===== src/rtl/z90_alu_pkg.sv =====
// Z90 ALU flag constants, op encodings and the 16-bit execute function shared by
// the arbitrated ALU front-end.
package z90_alu_pkg;

  localparam logic [7:0] Z90_F_Z = 8'h01;
  localparam logic [7:0] Z90_F_S = 8'h02;
  localparam logic [7:0] Z90_F_C = 8'h04;
  localparam logic [7:0] Z90_F_V = 8'h08;

  typedef enum logic [2:0] {
    Z90_ALU_ADD = 3'd0,
    Z90_ALU_SUB = 3'd1,
    Z90_ALU_AND = 3'd2,
    Z90_ALU_OR  = 3'd3,
    Z90_ALU_XOR = 3'd4
  } z90_alu_op_e;

  typedef struct packed {
    logic [15:0] res;
    logic [7:0]  f;
    logic        err;
  } z90_alu16_t;

  // Undefined encodings return an all-zero result with err set; Z is deliberately not raised.
  function automatic z90_alu16_t z90_alu16_exec(input logic [2:0]  op,
                                                input logic [15:0] a,
                                                input logic [15:0] b);
    z90_alu16_t r;
    logic [16:0] wide;
    r    = '0;
    wide = '0;
    case (op)
      Z90_ALU_ADD: begin
        wide  = {1'b0, a} + {1'b0, b};
        r.res = wide[15:0];
        if (wide[16]) r.f = r.f | Z90_F_C;
        if ((a[15] == b[15]) && (r.res[15] != a[15])) r.f = r.f | Z90_F_V;
      end
      Z90_ALU_SUB: begin
        wide  = {1'b0, a} - {1'b0, b};
        r.res = wide[15:0];
        if (wide[16]) r.f = r.f | Z90_F_C;
        if ((a[15] != b[15]) && (r.res[15] != a[15])) r.f = r.f | Z90_F_V;
      end
      Z90_ALU_AND: r.res = a & b;
      Z90_ALU_OR:  r.res = a | b;
      Z90_ALU_XOR: r.res = a ^ b;
      default:     r.err = 1'b1;
    endcase
    if (!r.err) begin
      if (r.res == 16'h0000) r.f = r.f | Z90_F_Z;
      if (r.res[15])         r.f = r.f | Z90_F_S;
    end
    return r;
  endfunction

endpackage


===== src/rtl/z90_rr_arb.sv =====
// Round-robin arbiter: search starts at the rotating pointer, pointer moves past
// the winner only on an actual grant.
module z90_rr_arb #(
  parameter int N  = 2,
  parameter int IW = (N > 1) ? $clog2(N) : 1
) (
  input  logic          clk,
  input  logic          rst,
  input  logic [N-1:0]  req,
  input  logic          en,
  output logic [N-1:0]  gnt,
  output logic [IW-1:0] gnt_idx
);

  logic [IW-1:0] ptr;
  logic          found;
  int            j;

  always_comb begin
    gnt     = '0;
    gnt_idx = '0;
    found   = 1'b0;
    j       = 0;
    for (int k = 0; k < N; k++) begin
      j = int'(ptr) + k;
      if (j >= N) j = j - N;
      if (!found && req[j]) begin
        found   = 1'b1;
        gnt_idx = IW'(j);
        gnt[j]  = en;
      end
    end
  end

  always_ff @(posedge clk or posedge rst) begin
    if (rst) begin
      ptr <= '0;
    end else if (|gnt) begin
      ptr <= (gnt_idx == IW'(N - 1)) ? '0 : gnt_idx + IW'(1);
    end
  end

endmodule


===== src/rtl/z90_alu16_arb.sv =====
// Shares one Z90 16-bit ALU between NREQ requesters: round-robin grant,
// one-entry registered result with valid/ready toward the consumer.
module z90_alu16_arb
  import z90_alu_pkg::*;
#(
  parameter int NREQ = 2,
  parameter int IDW  = (NREQ > 1) ? $clog2(NREQ) : 1
) (
  input  logic                   clk,
  input  logic                   rst,
  input  logic [NREQ-1:0]        req_valid,
  output logic [NREQ-1:0]        req_ready,
  input  logic [NREQ-1:0][2:0]   req_op,
  input  logic [NREQ-1:0][15:0]  req_a,
  input  logic [NREQ-1:0][15:0]  req_b,
  output logic                   rsp_valid,
  input  logic                   rsp_ready,
  output logic [15:0]            rsp_res,
  output logic [7:0]             rsp_f,
  output logic [IDW-1:0]         rsp_id,
  output logic                   rsp_err
);

  logic            slot_free;
  logic [NREQ-1:0] gnt;
  logic [IDW-1:0]  gnt_idx;
  logic            xfer;
  z90_alu16_t      exec_r;

  // Gate with rst so nothing is offered while reset is held, even if rsp_ready is high.
  assign slot_free = !rst && (!rsp_valid || rsp_ready);

  z90_rr_arb #(.N(NREQ), .IW(IDW)) u_arb (
    .clk     (clk),
    .rst     (rst),
    .req     (req_valid),
    .en      (slot_free),
    .gnt     (gnt),
    .gnt_idx (gnt_idx)
  );

  assign req_ready = gnt;
  assign xfer      = |gnt;
  assign exec_r    = z90_alu16_exec(req_op[gnt_idx], req_a[gnt_idx], req_b[gnt_idx]);

  always_ff @(posedge clk or posedge rst) begin
    if (rst) begin
      rsp_valid <= 1'b0;
      rsp_res   <= '0;
      rsp_f     <= '0;
      rsp_id    <= '0;
      rsp_err   <= 1'b0;
    end else if (xfer) begin
      rsp_valid <= 1'b1;
      rsp_res   <= exec_r.res;
      rsp_f     <= exec_r.f;
      rsp_id    <= gnt_idx;
      rsp_err   <= exec_r.err;
    end else if (rsp_ready) begin
      rsp_valid <= 1'b0;
    end
  end

endmodule


===== config.mk =====
export PLATFORM = sky130hd
export DESIGN_NAME = z90_alu16_arb
export DESIGN_NICKNAME = d
export VERILOG_FILES = /design/src/rtl/z90_alu_pkg.sv /design/src/rtl/z90_rr_arb.sv /design/src/rtl/z90_alu16_arb.sv
export SDC_FILE = /design/constraint.sdc
export NUM_CORES = 1
export LEC_CHECK = 0
export CAP_MARGIN = 20
export CORE_MARGIN = 3
export CORE_UTILIZATION = 25
export DETAILED_ROUTE_END_ITERATION = 7
export SLEW_MARGIN = 20
export SYNTH_ARGS = -nofsm -noshare
export SYNTH_HDL_FRONTEND = slang
export SYNTH_HIERARCHICAL = 1
export SYNTH_SLANG_ARGS = --single-unit

===== constraint.sdc =====
create_clock -name clk -period 6.3 [get_ports clk]
set_input_delay 1.26 -clock clk [delete_from_list [all_inputs] [get_ports clk]]
set_output_delay 1.26 -clock clk [all_outputs]
set_load 0.005 [all_outputs]

==> qor.yml, run 1 <==
placed_design:
  post-dp-hpwl_mm: 10.4
  portBuffers: 99
  routabilityCongestion: 0.911
  dpl.cell_count: 817
  dpl_worst_slack_ns: 0.464
  post_dp_cell_area_um2: 5210
power_and_ir_drop:
  p_sw_uw: 518
  internal_power_uw: 712
  clkPwrFrac: 0.148
  peakVddDrop_v: 0.000162
  power.share.combinational: 0.653
  swShare: 0.421
  powerDensity_nw_per_um2: 232
  power_mw: 1.23
  power.leakage_nw: 2.33
  seq_power_share: 0.199
yosys:
  synth_edf_count: 0
  netlist_instances: 527
  synth_area_leader_cell: "dfrtp_1"
  synthFlopType: "dfrtp_1"
  syn_avg_cell_area_um2: 7.64
  postSynth.asyncResetShare: 1.00
  ys_seq_area_frac: 0.149
  synth.top_cells.by_area: "dfrtp_1 15%, ha_1 15%, mux2i_1 8.7%"
  yosys_warnings: 6
  yosysUniqueCellTypes: 76
  synth_seq_cells: 24
  synthesis.area_um2: 4030
  synth_top_cell_area_share: 0.149
worst_setup_path:
  path_class: "input port to register"
  cp_max_fo: 26
  required_ns: 6.50
  crit_arrival_ns: 5.79
  start_kind: "input port"
  endpoint_kind: "register"
timing:
  finalSetupTns_ns: 0
  hold_violations: 0
  rsz0062_at_grt: "no"
  fin_crit_sh: 0.888
  setup_violations: 0
  worst_pin_slew_ns: 0.898
  fin_ws_ns: 0.703
  clock.fmax_ghz: 0.179
  slew_violations: 0
  hold_slack_ns: 0.474
  relSlewSlack: 0.401
  fin_skew_ns: 0.00408
  fin_crit_ns: 5.60
clock_tree:
  clock_sinks: 24
  cts_made_buffers: 3
  insertion_delay_ns: 0.26
  clock_path_buffers: 2
  clkTransAtPathRegs_ns: 0.07
  cts_root_buffer: "clkbuf_16"
  ctsHoldBuffers: 0
  cts_tree: "built"
  post_cts_resize_count: 0
  cts_setup_buffers: 0
  cts_max_level: 1
route:
  route.antenna.remaining_nets: 0
  drt_pass1_iterations: 5
  vias_per_cell: 5.21
  wirelength_mm: 13.0
  via_count: 4281
  wl_met1_mm: 5.94
  routed.top_layer: "met4"
  dr_wl_met2_mm: 6.28
  drc: 0
  wl_per_cell_um: 15.8
  route.met3.wl_um: 665
  drt_iter0_drc: 428
global_route:
  grt_pass1_vias: 4052
  grt_max_degree: 27
  grt_usage: 0.140
  grt_first_pass_wirelength_mm: 20.9
  antenna_found_initial: 0
  grt-ovfl-total: 0
finish:
  num-fill-cells: 1650
  final_cell_mix: "99 x clkdlybuf4s50_1, 54 x nor2_1, 50 x inv_1, 48 x ha_1, 35 x mux2i_1"
  utilization: 0.343
  fin_area_um2: 5310
  regArea_um2: 601
  syn2layout_area_growth_pct: 32.0
  num_antenna_cells: 0
  nets: 736
  final_layout_size_suffix_gt1_frac: 0.0590
  multiInputGateArea_um2: 3100
  instances_no_fill: 821
  final_common_cell: "clkdlybuf4s50_1"
floorplan:
  coreArea_um2: 15500
  ioPinCount: 104
  die-area_um2: 17700
  die_h_um: 133
  start_util: 0.260
  die_width_um: 133
  rows: 45
status:
  status: "finished, final reports clean"
worst_hold_path:
  hold_path_class: "register to register"
job:
  maxCapViolations: 0
-- state kept, by name, indices dropped and copies added (netlist names) --
signal,flops
rsp_res,16
rsp_f,4
rsp_err,1
rsp_id,1
rsp_valid,1
u_arb/ptr,1
-- final cells by class --
type                       instances  share of cell area
multi-input combinational        423               0.584
clock buffer                       3              0.0141
timing repair buffer             106               0.196
tap                              211              0.0497
sequential                        24               0.113
clock inverter                     1             0.00565
inverter                          53              0.0375
-- synth_stat cells, drive strengths merged, types with 8 or more instances --
cell type	instances
clkbuf	15
inv	53
nor3	16
a211oi	9
nand2	30
o211ai	13
buf	15
nor2	56
a21o	16
mux2	8
a21oi	35
ha	48
o21ai	26
dfrtp	24
mux2i	35
-- power groups by stage --
stage	registers (mW)	logic, mW	clock network (mW)
after global routing	0.253	0.885	0.190
after CTS	0.246	0.803	0.183
final	0.245	0.803	0.182
after global placement	0.247	0.794	0
after floorplan	0.248	0.487	0
after detailed placement	0.248	0.799	0
-- kinds of logic after synthesis --
logic type / after synthesis / share of synthesized area
adder cells (fa/ha/maj): 50 / 0.159
flip-flops: 24 / 0.149
AO/OA/AOI/OAI: 171 / 0.303
other: 1 / 0.000932
XOR/XNOR: 3 / 0.00653
AND/OR/NAND/NOR: 152 / 0.186
buffers and inverters: 83 / 0.0861
multiplexers: 43 / 0.109
-- metal layers --
| metal | global-route usage | vias to the layer above |
|---|---|---|
| met4 | 0.0179 | 0 |
| met2 | 0.249 | 152 |
| met3 | 0.0152 | 8 |
| li1 | - | 2093 |
| met1 | 0.186 | 2028 |
| met5 | 0 | - |
-- final timing paths --
check,end,cells past startpoint,startpoint,slack (ns)
setup / recovery,rsp_f[0],15,req_valid[0],0.70
hold / removal,rsp_res[10],2,rsp_res[10],0.47
setup reg to reg,rsp_f[0],14,u_arb/ptr,1.73
hold reg to reg,rsp_res[10],2,rsp_res[10],0.47
max in group asynchronous,rsp_res[10],2,rst,4.20
min in group asynchronous,u_arb/ptr,2,rst,1.19
-- worst max-delay path, stage by stage --
cell,delay [ns]
clkdlybuf4s50_1,0.44
nand2b_1,0.10
and2_2,0.67
mux2i_1,0.45
inv_1,0.16
fa_1,0.48
nor2b_1,0.18
o311ai_1,0.34
a31oi_1,0.22
a31oi_1,0.46
o2111ai_1,0.15
a32oi_1,0.27
o211ai_1,0.14
nor4b_2,0.29
a22o_1,0.16
Note: power is estimated with default switching activity, not from simulation.
==> run 2, diff against run 1 <==
- CORE_MARGIN: 3 -> 2
==> run 2 against run 1 <==
Compared with the run above:
- worst setup slack improved by 0.068 ns
- die area fell by 3.0%
- clock skew barely moved
- largest power group unchanged
==> qor.yml, run 2 (synthesis gave the netlist of run 1 again) <==
status:
  status: "finished, final reports clean"
global_route:
  grt_pass1_vias: 4097  # +1.1%
  antenna_found_initial: 0  # unchanged
  grt_max_degree: 33  # +22%
  grt_usage: 0.150  # +0.00990
  grt-ovfl-total: 0  # unchanged
  grt_first_pass_wirelength_mm: 20.9  # +0.13%
timing:
  rsz0062_at_grt: "no"
  hold_slack_ns: 0.479  # +0.00566 ns
  fin_crit_ns: 5.53  # -0.0680 ns
  setup_violations: 0  # unchanged
  relSlewSlack: 0.315  # -0.0863
  fin_skew_ns: 0.00416  # +0.0000786 ns
  worst_pin_slew_ns: 1.02  # +0.123 ns
  finalSetupTns_ns: 0  # unchanged
  hold_violations: 0  # unchanged
  fin_crit_sh: 0.878  # -0.0108
  clock.fmax_ghz: 0.181  # +1.2%
  slew_violations: 0  # unchanged
power_and_ir_drop:
  power.leakage_nw: 2.33  # +0.18%
  peakVddDrop_v: 0.000136  # -16%
  powerDensity_nw_per_um2: 231  # -0.35%
floorplan:
  ioPinCount: 104  # unchanged
  coreArea_um2: 15800  # +2.2%
  start_util: 0.254  # -0.00565
  die_width_um: 131  # -1.5%
  rows: 46  # +2.2%
  die_h_um: 131  # -1.5%
  die-area_um2: 17100  # -3.0%
placed_design:
  portBuffers: 99  # unchanged
  routabilityCongestion: 0.910  # -0.11%
  post-dp-hpwl_mm: 10.4  # +0.56%
  post_dp_cell_area_um2: 5210  # about the same
finish:
  syn2layout_area_growth_pct: 32.1  # about the same
  final_layout_size_suffix_gt1_frac: 0.0606  # +0.00154
  num_antenna_cells: 0  # unchanged
  fin_area_um2: 5320  # about the same
  nets: 737  # +0.14%
  largest_reg_flops: 16  # unchanged
  final_cell_mix: "99 x clkdlybuf4s50_1, 54 x nor2_1, 50 x inv_1, 48 x ha_1, 35 x mux2i_1"
  final_common_cell: "clkdlybuf4s50_1"
  num-fill-cells: 1678  # +1.7%
  reg.largest.list: "rsp_res (16), rsp_f (4)"
  largest-register: "rsp_res"
worst_hold_path:
  hp-start: "rsp_res[1]"
  holdPathStages: 2  # unchanged
  hold_end: "rsp_res[1]"
  hold_path_class: "register to register"
clock_tree:
  cts_root_buffer: "clkbuf_16"
  insertion_delay_ns: 0.26  # about the same
  clkTransAtPathRegs_ns: 0.06  # about the same
  ctsHoldBuffers: 0  # unchanged
  cts_tree: "built"
  cts_max_level: 1  # unchanged
  cts_made_buffers: 3  # unchanged
  post_cts_resize_count: 0  # unchanged
  cts_setup_buffers: 0  # unchanged
  clock_path_buffers: 2  # unchanged
  clock_sinks: 24  # unchanged
route:
  routed.top_layer: "met4"
  wirelength_mm: 13.0  # -0.25%
  dr_wl_met2_mm: 6.25  # -0.56%
  via_count: 4281  # unchanged
  drt_pass1_iterations: 7  # +2
  route.antenna.remaining_nets: 0  # unchanged
  drt_iter0_drc: 324  # -24%
  wl_met1_mm: 5.82  # -2.0%
  drc: 0  # unchanged
  route.met3.wl_um: 731  # +9.9%
  wl_per_cell_um: 15.7  # -0.98%
  vias_per_cell: 5.18  # -0.73%
worst_setup_path:
  cp_max_fo: 20  # -23%
  rrSetupSlack_ns: 1.79  # +0.06 ns
  path_class: "input port to register"
  start_kind: "input port"
  crit_arrival_ns: 5.72  # -0.07 ns
  endpoint_kind: "register"
  worstRegToRegCells: 14  # unchanged
  timing.rr.start: "u_arb/ptr"
  rr_endpoint: "rsp_f[0]"
  required_ns: 6.50  # about the same
job:
  maxCapViolations: 0  # unchanged
## run 2: changes by cell type in the layout (fill, tap and decap cells not counted), sizes merged
cell / delta
buf: +1
## run 2: how the worst max path moves through the flow
stage          slack, ns          from  endpoint
2_1_floorplan       0.97  req_valid[0]  rsp_f[0]
3_3_place_gp        0.65  req_valid[0]  rsp_f[0]
3_5_place_dp        0.51  req_valid[0]  rsp_f[0]
4_1_cts             0.77  req_valid[0]  rsp_f[0]
5_1_grt             0.31  req_valid[0]  rsp_f[0]
6_report            0.77  req_valid[0]  rsp_f[0]
## run 2: metal layers
layer | GRT usage | vias to the layer above
met4 | 0.0263 | 0
li1 | - | 2092
met3 | 0.0138 | 11
met1 | 0.200 | 2027
met2 | 0.265 | 151
met5 | 0 | -
## run 2: critical path: stages
cell and delay, ns:
clkdlybuf4s50_1 0.45, nand2b_1 0.11, and2_2 0.57, mux2i_1 0.44, inv_1 0.16, fa_1 0.48, nor2b_1 0.18, o311ai_1 0.30
a31oi_1 0.23, a31oi_1 0.45, o2111ai_1 0.15, a32oi_1 0.32, o211ai_1 0.15, nor4b_2 0.29, a22o_1 0.16
## run 2: cell type report
type / instances / area, um2 / area share
inverters: 53 / 199 / 0.0374
flip-flops and latches: 24 / 601 / 0.113
clock buffers: 3 / 75.1 / 0.0141
well taps: 216 / 270 / 0.0508
clock inverters: 1 / 30.0 / 0.00565
repair buffers: 107 / 1050 / 0.198
multi-input cells: 423 / 3090 / 0.581
## run 2: stage by stage
stage                     power (mW)  instances  setup WS, ns  utilization
after detailed placement        1.04        823         0.511        0.329
final                           1.23        827         0.771        0.336
after floorplan                0.735        530         0.974            -
after global routing            1.33        827         0.308        0.336
after CTS                       1.23        827         0.768        0.336
after global placement          1.04        823         0.652        0.329
## run 2: report_power, final
group          switching (mW)  internal [mW]  total, mW
clock                  0.0535          0.126      0.180
sequential             0.0336          0.211      0.245
combinational           0.427          0.375      0.802
total                   0.514          0.713       1.23
